**src/rtl/serial_frame_capture_pkg.sv**
```systemverilog
// serial_pkg: shared FSM state type and default frame width for serial_frame_capture.
// Contents: state_t {HUNT, SHIFT}, FRAME_WIDTH_DEF.
package serial_pkg;
    localparam int FRAME_WIDTH_DEF = 8;
    typedef enum logic {HUNT, SHIFT} state_t;
endpackage

```
**src/rtl/serial_frame_capture_if.sv**
```systemverilog
// serial_frame_capture_if: serial input, frame alignment and valid/ready output bus.
// Ports (slave = capture block): in en, serial_in, frame_start, out_ready;
// out out_valid, out_data, overrun, frame_err (+ out_level, out_thermo_ok under THERMO_DECODE_EN).
interface serial_frame_capture_if
    import serial_pkg::*;
#(
    parameter int WIDTH = FRAME_WIDTH_DEF
);
    localparam int CNT_W = $clog2(WIDTH);
    logic             en;
    logic             serial_in;
    logic             frame_start;
    logic             out_ready;
    logic             out_valid;
    logic [WIDTH-1:0] out_data;
    logic             overrun;
    logic             frame_err;
`ifdef THERMO_DECODE_EN
    logic [CNT_W-1:0] out_level;
    logic             out_thermo_ok;
`endif
    modport slave (
        input  en, serial_in, frame_start, out_ready,
`ifdef THERMO_DECODE_EN
        output out_level, out_thermo_ok,
`endif
        output out_valid, out_data, overrun, frame_err
    );
    modport master (
        output en, serial_in, frame_start, out_ready,
`ifdef THERMO_DECODE_EN
        input  out_level, out_thermo_ok,
`endif
        input  out_valid, out_data, overrun, frame_err
    );
endinterface

```
**src/rtl/serial_frame_capture_thermo_decoder.sv**
```systemverilog
// thermo_decoder: combinational check that a word is 2^(k+1)-1; reports k.
// Ports: word_i [WIDTH] in; level_o [CNT_W] out (k, else 0); ok_o out (word is a thermometer code).
module thermo_decoder
    import serial_pkg::*;
#(
    parameter int WIDTH = FRAME_WIDTH_DEF
) (
    input  logic [WIDTH-1:0]         word_i,
    output logic [$clog2(WIDTH)-1:0] level_o,
    output logic                     ok_o
);
    localparam int CNT_W = $clog2(WIDTH);
    always_comb begin
        level_o = '0;
        ok_o    = 1'b0;
        for (int k = 0; k < WIDTH; k++) begin
            if (word_i == WIDTH'((64'd1 << (k + 1)) - 64'd1)) begin
                level_o = CNT_W'(k);
                ok_o    = 1'b1;
            end
        end
    end
endmodule

```
**src/rtl/serial_frame_capture.sv**
```systemverilog
// serial_frame_capture: deserialises LSB-first frames into WIDTH-bit words on a valid/ready bus.
// Ports: clock, clear (sync active-high reset); bus (serial_frame_capture_if.slave).
// Macro THERMO_DECODE_EN adds registered out_level/out_thermo_ok via thermo_decoder.
module serial_frame_capture
    import serial_pkg::*;
#(
    parameter int WIDTH = FRAME_WIDTH_DEF
) (
    input logic                   clock,
    input logic                   clear,
    serial_frame_capture_if.slave bus
);
    localparam int CNT_W = $clog2(WIDTH);
    state_t           state_q, state_d;
    logic [CNT_W-1:0] bitcnt_q, bitcnt_d;
    logic [WIDTH-1:0] shreg_q, shreg_d, data_q, data_d, word;
    logic             valid_q, valid_d, overrun_q, overrun_d, ferr_q, ferr_d;
    logic             done, load;
    assign word = {bus.serial_in, shreg_q[WIDTH-2:0]};
    assign done = bus.en && state_q == SHIFT && !bus.frame_start && bitcnt_q == CNT_W'(WIDTH - 1);
    // A completed word is taken when the holding register is empty or being drained this cycle.
    assign load      = done && (!valid_q || bus.out_ready);
    assign overrun_d = done && !load;
    assign valid_d   = load ? 1'b1 : (valid_q && bus.out_ready) ? 1'b0 : valid_q;
    assign data_d    = load ? word : data_q;
    always_comb begin
        state_d  = state_q;
        bitcnt_d = bitcnt_q;
        shreg_d  = shreg_q;
        ferr_d   = bus.en && bus.frame_start && state_q == SHIFT;
        if (bus.en && bus.frame_start) begin
            // frame_start always (re)starts a frame with the current bit as bit 0
            state_d  = SHIFT;
            bitcnt_d = CNT_W'(1);
            shreg_d  = {{(WIDTH - 1){1'b0}}, bus.serial_in};
        end else if (bus.en && state_q == SHIFT) begin
            if (done) begin
                state_d  = HUNT;
                bitcnt_d = '0;
            end else begin
                shreg_d[bitcnt_q] = bus.serial_in;
                bitcnt_d          = bitcnt_q + CNT_W'(1);
            end
        end
    end
    always_ff @(posedge clock) begin
        if (clear) begin
            state_q   <= HUNT;
            bitcnt_q  <= '0;
            shreg_q   <= '0;
            data_q    <= '0;
            valid_q   <= 1'b0;
            overrun_q <= 1'b0;
            ferr_q    <= 1'b0;
        end else begin
            state_q   <= state_d;
            bitcnt_q  <= bitcnt_d;
            shreg_q   <= shreg_d;
            data_q    <= data_d;
            valid_q   <= valid_d;
            overrun_q <= overrun_d;
            ferr_q    <= ferr_d;
        end
    end
    assign bus.out_valid = valid_q;
    assign bus.out_data  = data_q;
    assign bus.overrun   = overrun_q;
    assign bus.frame_err = ferr_q;
`ifdef THERMO_DECODE_EN
    logic [CNT_W-1:0] level_w, level_q;
    logic             ok_w, ok_q;
    thermo_decoder #(.WIDTH(WIDTH)) u_thermo (
        .word_i  (word),
        .level_o (level_w),
        .ok_o    (ok_w)
    );
    always_ff @(posedge clock) begin
        if (clear) begin
            level_q <= '0;
            ok_q    <= 1'b0;
        end else if (load) begin
            level_q <= level_w;
            ok_q    <= ok_w;
        end
    end
    assign bus.out_level     = level_q;
    assign bus.out_thermo_ok = ok_q;
`endif
endmodule

```
**src/flat_wrapper.sv**
```systemverilog
// flat-port wrapper written by rule: the top's interface ports become plain ports
module serial_frame_capture_flat import serial_pkg::*;
#(
    parameter int WIDTH = FRAME_WIDTH_DEF
)
  (clock, clear, bus_en, bus_serial_in, bus_frame_start, bus_out_ready, bus_out_valid, bus_out_data, bus_overrun, bus_frame_err);
  serial_frame_capture_if #(.WIDTH(WIDTH)) bus_i ();
  input logic clock;
  input logic clear;
  input wire logic [$bits(bus_i.en)-1:0] bus_en;
  input wire logic [$bits(bus_i.serial_in)-1:0] bus_serial_in;
  input wire logic [$bits(bus_i.frame_start)-1:0] bus_frame_start;
  input wire logic [$bits(bus_i.out_ready)-1:0] bus_out_ready;
  output wire logic [$bits(bus_i.out_valid)-1:0] bus_out_valid;
  output wire logic [$bits(bus_i.out_data)-1:0] bus_out_data;
  output wire logic [$bits(bus_i.overrun)-1:0] bus_overrun;
  output wire logic [$bits(bus_i.frame_err)-1:0] bus_frame_err;
  assign bus_i.en = bus_en;
  assign bus_i.serial_in = bus_serial_in;
  assign bus_i.frame_start = bus_frame_start;
  assign bus_i.out_ready = bus_out_ready;
  assign bus_out_valid = bus_i.out_valid;
  assign bus_out_data = bus_i.out_data;
  assign bus_overrun = bus_i.overrun;
  assign bus_frame_err = bus_i.frame_err;
  serial_frame_capture #(.WIDTH(WIDTH)) u_core (.clock(clock), .clear(clear), .bus(bus_i));
endmodule
```
**config.mk**
```make
export PLATFORM = sky130hd
export DESIGN_NAME = serial_frame_capture_flat
export DESIGN_NICKNAME = d
export VERILOG_FILES = /design/src/rtl/serial_frame_capture_pkg.sv /design/src/rtl/serial_frame_capture_if.sv /design/src/rtl/serial_frame_capture_thermo_decoder.sv /design/src/rtl/serial_frame_capture.sv /design/src/flat_wrapper.sv
export SDC_FILE = /design/constraint.sdc
export NUM_CORES = 1
export LEC_CHECK = 0
export BUFFER_PORTS_ARGS = -buffer_cell sky130_fd_sc_hd__buf_2
export CAP_MARGIN = 20
export CORE_ASPECT_RATIO = 1.1
export CORE_UTILIZATION = 53
export CTS_CLUSTER_SIZE = 8
export DETAILED_ROUTE_END_ITERATION = 7
export GPL_TIMING_DRIVEN = 1
export PLACE_DENSITY_LB_ADDON = 0.1
export SLEW_MARGIN = 30
export SYNTH_ARGS = -nofsm -noshare
export SYNTH_HDL_FRONTEND = slang
export SYNTH_SLANG_ARGS = --single-unit
```
**constraint.sdc**
```tcl
create_clock -name clock -period 1.6 [get_ports clock]
set_input_delay 0.4 -clock clock [delete_from_list [all_inputs] [get_ports clock]]
set_output_delay 0.4 -clock clock [all_outputs]
set_load 0.05 [all_outputs]
```
==> flow_summary.json, run 1 <==
{
  "status": "finished with violations",
  "failed_checks": "DRC",
  "wl_per_cell_um": 13.0,
  "seqPwrFrac": 0.600,
  "routed-via-count": 813,
  "grtUsageTotal": 0.201,
  "drv_cap": 0,
  "top_level_ports": 17,
  "r2r-start": "u_core.bitcnt_q[0]$_SDFFE_PP0P_",
  "timing.hold.worst.start": "bus_serial_in",
  "p_int_uw": 717,
  "drive_gt1_frac": 0.248,
  "row_count": 16,
  "required_ns": 1.86,
  "ys_seq_area_frac": 0.437,
  "pwr-share-clk": 0.331,
  "max_freq_mhz": 686,
  "slew_headroom": 0.701,
  "startpoint_type": "flip-flop",
  "dp_hpwl_um": 1360,
  "rsz0062_at_grt": "no",
  "slowest_stage": "dfxtp_1",
  "synth-seq-cells": 22,
  "drc": 6,
  "cp-startpoint": "u_core.bitcnt_q[0]$_SDFFE_PP0P_",
  "wl_um": 1860,
  "die_h_um": 47.7,
  "ys.warnings.count": 0,
  "clk_latency_ns": 0.31,
  "p_sw_frac": 0.230,
  "cts-root-buf": "clkbuf_4",
  "cts_tree": "done",
  "cp.arrival_ns": 1.71,
  "post_cts_buffers": 0,
  "switching_power_uw": 214,
  "die_area_um2": 2080,
  "grt_overflow_total": 0,
  "syn-num-nets": 118,
  "viasPerCell": 5.69,
  "period_needed_ns": 1.46,
  "core_area_um2": 1780,
  "drtPass1Iterations": 6,
  "max_stage_delay_ns": 0.34,
  "grt_pass1_wl_um": 3050,
  "p_leak_nw": 0.447,
  "dr.first_iter.drc_count": 19,
  "place_ws_ns": 0.113,
  "peakVddDrop_v": 0.000658,
  "synth_flop_cell": "dfxtp_1",
  "comb_power_share": 0.068,
  "syn-cell-area_um2": 1010,
  "ant_nets": 0,
  "synth.distinct_cells": 28,
  "portBuffers": 16,
  "end_kind": "flip-flop",
  "min_path_cells": 3,
  "regArea_um2": 440,
  "htree_levels": 1,
  "grt_pass1_vias": 699,
  "cts_buffers": 3,
  "layout_setup_ws_ns": 0.143,
  "path_clk_slew_ns": 0.12,
  "cp_cell_sequence": "ha_1 -> ha_2 -> nor2b_1 -> nor4b_2 -> mux2i_1",
  "finalSetupViolations": 0,
  "grt_antenna_before_repair": 0,
  "synth_top_cell_by_area": "dfxtp_1",
  "start_util": 0.565,
  "tns_ns": 0,
  "synthArstFlopShare": 0,
  "critical_path_class": "reg -> reg",
  "reg2reg_depth": 5,
  "cts_sinks": 22,
  "clockBufferDepth": 2,
  "hold_viol": 0,
  "hold_buffers": 0,
  "multi_input_comb_area_um2": 514,
  "finalNetCount": 134,
  "syn_avg_cell_area_um2": 9.16,
  "gp_congestion": 0.815,
  "synth_edf_count": 0,
  "worst_pin_slew_ns": 0.448,
  "cp_max_fo": 6,
  "total_power_uw": 931,
  "skew_ns": 0.0100,
  "synth_top_area_frac": 0.437,
  "die_width_um": 43.6,
  "fill_cells": 151,
  "post-route-period-util": 0.911,
  "slew_viol_final": 0,
  "diodes": 0,
  "pwr_density_cell_nw_per_um2": 829,
  "hold_class": "in -> reg",
  "layout-area-overhead-vs-synth_pct": 11.6,
  "grt_start_max_net_pins": 17,
  "synthTopCellsByArea": "dfxtp_1 44%, mux2i_1 7.0%, a21oi_1 5.0%, nand3_1 5.0%, nand2_1 4.5%",
  "synthCells": 110
}
-- worst paths after layout --
path,to,slack (ns)
setup / recovery,u_core.shreg_q[2]$_SDFFE_PP0P_,0.14
hold / removal,u_core.bus.out_data[7]$_SDFFE_PP0P_,0.36
setup reg to reg,u_core.shreg_q[2]$_SDFFE_PP0P_,0.14
hold reg to reg,u_core.shreg_q[2]$_SDFFE_PP0P_,0.48
-- synthesized netlist by cell type, types with 2 or more instances --
cell       n
a21boi_0   2
nand2b_1   4
nand2_1   12
nand3_1   10
clkbuf_1   2
nor4b_2    2
buf_4      3
nor2b_1    4
ha_1       2
buf_2      3
o21ai_0    8
nor3b_1    2
mux2i_1    7
a21oi_1   10
nand4b_1   2
nand4_1    3
nor2_1     2
dfxtp_1   22
-- metrics by stage --
step	area [um^2]	instances	hold slack (ns)	utilization
finish	1120	143	0.356	0.631
global placement	1080	139	0.450	0.608
detailed placement	1080	139	0.452	0.608
CTS	1120	143	0.344	0.629
global route	1120	143	0.369	0.631
floorplan	1010	110	0.435	-
-- flip-flops by register name, indices dropped and copies added, names as in the netlist --
register / cells
u_core.bus.out_data: 8
u_core.bus.frame_err: 1
u_core.bitcnt_q: 3
u_core.bus.out_valid: 1
u_core.bus.overrun: 1
u_core.shreg_q: 7
u_core.state_q: 1
-- kinds of logic (layout without fill, tap and decap cells) --
logic type,Yosys count,in the layout,share of synthesized area
adder cells (fa/ha/maj),2,2,0.0248
AO/OA/AOI/OAI,24,24,0.140
AND/OR/NAND/NOR,46,46,0.272
buffers and inverters,9,24,0.0559
flip-flops,22,22,0.437
multiplexers,7,7,0.0696
-- cells in the final DEF, fill, tap and decap left out, drive strengths merged --
cell type / count
a21boi: 2
ha: 2
and4b: 1
a21oi: 11
nor4: 1
and2: 1
nor3: 1
nand4: 3
nor4b: 2
nand2b: 4
o211ai: 1
nor2b: 4
nor2: 2
o21ai: 9
nand4b: 2
mux2i: 7
buf: 20
nor3b: 2
nand3: 10
dfxtp: 22
nand2: 13
clkbuf: 4
a22oi: 1
-- power by group through the flow --
stage                     combinational, mW  sequential [mW]  clock [mW]
after floorplan                      0.0502            0.572           0
after global placement               0.0615            0.571           0
after detailed placement             0.0626            0.571           0
after CTS                            0.0628            0.559       0.322
after global routing                 0.0713            0.560       0.339
final                                0.0635            0.559       0.309
-- per-layer routing --
layer / GRT usage / share of wire
met1: 0.266 / 0.49
met2: 0.334 / 0.46
met3: 0.0340 / 0.028
met4: 0.0750 / 0.015
met5: 0 / 0
-- what timing repair did --
action                     CTS  global route
resized for setup            0             2
setup endpoints to repair    0             3
hold endpoints to repair     0             0
-- cell type report --
type                    count  area share
multi-input cells          79       0.458
flip-flops and latches     22       0.392
repair buffers             20      0.0980
clock buffers               4      0.0323
well taps                  18      0.0200
-- critical path: cells and delay by family (launching register included) --
| kind | cells | cell delay, ns |
|---|---|---|
| DFF | 1 | 0.34 |
| and+or+nand+nor | 2 | 0.46 |
| adders and majority gates | 2 | 0.39 |
| muxes | 1 | 0.21 |
Note: power is estimated with default switching activity, not from simulation.
==> run 2, diff against run 1 <==
- clock period: 1.6 -> 1.4 ns (I/O delays scaled with it)
==> run 2 against run 1 <==
  * The run still ends with DRC left
  * Clock skew is 0.0087 ns lower
  * First-iteration DRC count is 5.3% higher
  * Die area stayed put
  * Non-clock buffer count is 3 higher
  * Flip-flop and latch count stayed put
  * Critical path depth is 1 higher
  * Register-to-register slack worse by 0.07 ns
  * Largest cell class unchanged
==> flow_summary.json, run 2 (synthesis results as in run 1) <==
{
  "ant_nets": 0,
  "peakVddDrop_v": 0.000656,
  "finalNetCount": 137,
  "worst_pin_slew_ns": 0.437,
  "layout_setup_ws_ns": 0.0705,
  "cts-root-buf": "clkbuf_4",
  "die_width_um": 43.6,
  "worstReg2RegEnd": "u_core.bus.out_data[3]$_SDFFE_PP0P_",
  "status": "finished with violations",
  "grt_start_max_net_pins": 16,
  "path_clk_slew_ns": 0.12,
  "drtPass1Iterations": 6,
  "min_path_cells": 3,
  "largest_reg_flops": 8,
  "die_area_um2": 2080,
  "timing.hold.worst.start": "bus_serial_in",
  "place_ws_ns": -0.0498,
  "post-route-period-util": 0.950,
  "hold_end": "u_core.shreg_q[0]$_SDFFE_PP0P_",
  "period_needed_ns": 1.33,
  "layout-area-overhead-vs-synth_pct": 19.5,
  "p_leak_nw": 0.468,
  "hold_buffers": 0,
  "cp.arrival_ns": 1.54,
  "hold_viol": 0,
  "grt_overflow_total": 0,
  "drc": 6,
  "dr.first_iter.drc_count": 20,
  "required_ns": 1.61,
  "skew_ns": 0.00134,
  "grt_pass1_vias": 732,
  "cp_max_fo": 10,
  "viasPerCell": 5.67,
  "clockBufferDepth": 2,
  "most-common-layout-cells": "20 x dfxtp_1, 16 x buf_2, 12 x nand2_1",
  "die_h_um": 47.7,
  "cts_tree": "done",
  "portBuffers": 16,
  "grt_pass1_wl_um": 3190,
  "start_util": 0.565,
  "hold_ws_ns": 0.315,
  "drive_gt1_frac": 0.297,
  "slew_headroom": 0.708,
  "drv_cap": 0,
  "dp_hpwl_um": 1380,
  "grtUsageTotal": 0.208,
  "wl_um": 1900,
  "startpoint_type": "flip-flop",
  "max_freq_mhz": 752,
  "reg2reg_depth": 6,
  "pwr_density_cell_nw_per_um2": 998,
  "hold_class": "in -> reg",
  "r2r-start": "u_core.bitcnt_q[0]$_SDFFE_PP0P_",
  "row_count": 16,
  "core_area_um2": 1780,
  "fill_cells": 147,
  "failed_checks": "DRC",
  "regToRegSetupSlack_ns": 0.07,
  "cts_buffers": 3,
  "rsz0062_at_grt": "yes",
  "wl_per_cell_um": 13.0,
  "diodes": 0,
  "clk_latency_ns": 0.30,
  "finalSetupViolations": 0,
  "top_level_ports": 17,
  "critical_path_class": "reg -> reg",
  "slew_viol_final": 0,
  "htree_levels": 1,
  "grt_antenna_before_repair": 0,
  "gp_congestion": 0.784,
  "final_common_cell": "dfxtp_1",
  "total_power_mw": 1.20,
  "routed-via-count": 828,
  "cts_sinks": 22,
  "end_kind": "flip-flop"
}
-- run 2: worst max path at each step --
stage,depth (start not counted),start,slack (ns),end
floorplan,5,u_core.bitcnt_q[1]$_SDFFE_PP0P_,-0.0009,u_core.shreg_q[2]$_SDFFE_PP0P_
global route,5,u_core.bitcnt_q[0]$_SDFFE_PP0P_,-0.02,u_core.shreg_q[2]$_SDFFE_PP0P_
global placement,5,u_core.bitcnt_q[0]$_SDFFE_PP0P_,0.02,u_core.shreg_q[2]$_SDFFE_PP0P_
detailed placement,5,u_core.bitcnt_q[0]$_SDFFE_PP0P_,-0.05,u_core.shreg_q[2]$_SDFFE_PP0P_
CTS,5,u_core.bitcnt_q[0]$_SDFFE_PP0P_,0.008,u_core.shreg_q[2]$_SDFFE_PP0P_
finish,6,u_core.bitcnt_q[0]$_SDFFE_PP0P_,0.07,u_core.bus.out_data[3]$_SDFFE_PP0P_
-- run 2: cell type report --
class / instances / area [um^2] / share of cell area
Clock buffer: 3 / 22.5 / 0.0187
Clock inverter: 1 / 30.0 / 0.0249
Multi-Input combinational cell: 79 / 553 / 0.459
Sequential cell: 22 / 443 / 0.368
Tap cell: 18 / 22.5 / 0.0187
Timing Repair Buffer: 23 / 133 / 0.110
-- run 2: metal layers --
metal,vias to the layer above,global-route usage,wire (um)
met5,-,0,0
met4,0,0.0938,24
met3,4,0.0226,43
met2,13,0.349,908
met1,387,0.274,928
li1,424,-,-
-- run 2: worst max-delay path: stages (launching register included) --
cell	delay, ns
dfxtp_2	0.38
ha_4	0.15
ha_4	0.14
nand4b_1	0.12
buf_4	0.19
o21ai_0	0.17
a21oi_1	0.09
-- run 2: what timing repair did --
item                                    in CTS  in global routing
endpoints found under the setup margin       9                  8
pin swaps                                    1                  2
buffers inserted                             0                  0
resized for setup                            8                  2
-- run 2: report_power, final --
part	leakage [nW]	internal, mW	switching (mW)	total, mW
clock network	0.0279	0.289	0.190	0.479
registers	0.179	0.633	0.00751	0.641
logic	0.261	0.0332	0.0482	0.0814
total	0.468	0.956	0.245	1.20
-- run 2: stage by stage --
step / setup TNS, ns / cells / cell area [um^2] / utilization
floorplan: -0.000936 / 110 / 1010 / -
global route: -0.0272 / 146 / 1200 / 0.676
global placement: 0 / 142 / 1110 / 0.621
CTS: 0 / 146 / 1190 / 0.670
detailed placement: -0.0519 / 142 / 1110 / 0.621
finish: 0 / 146 / 1200 / 0.676
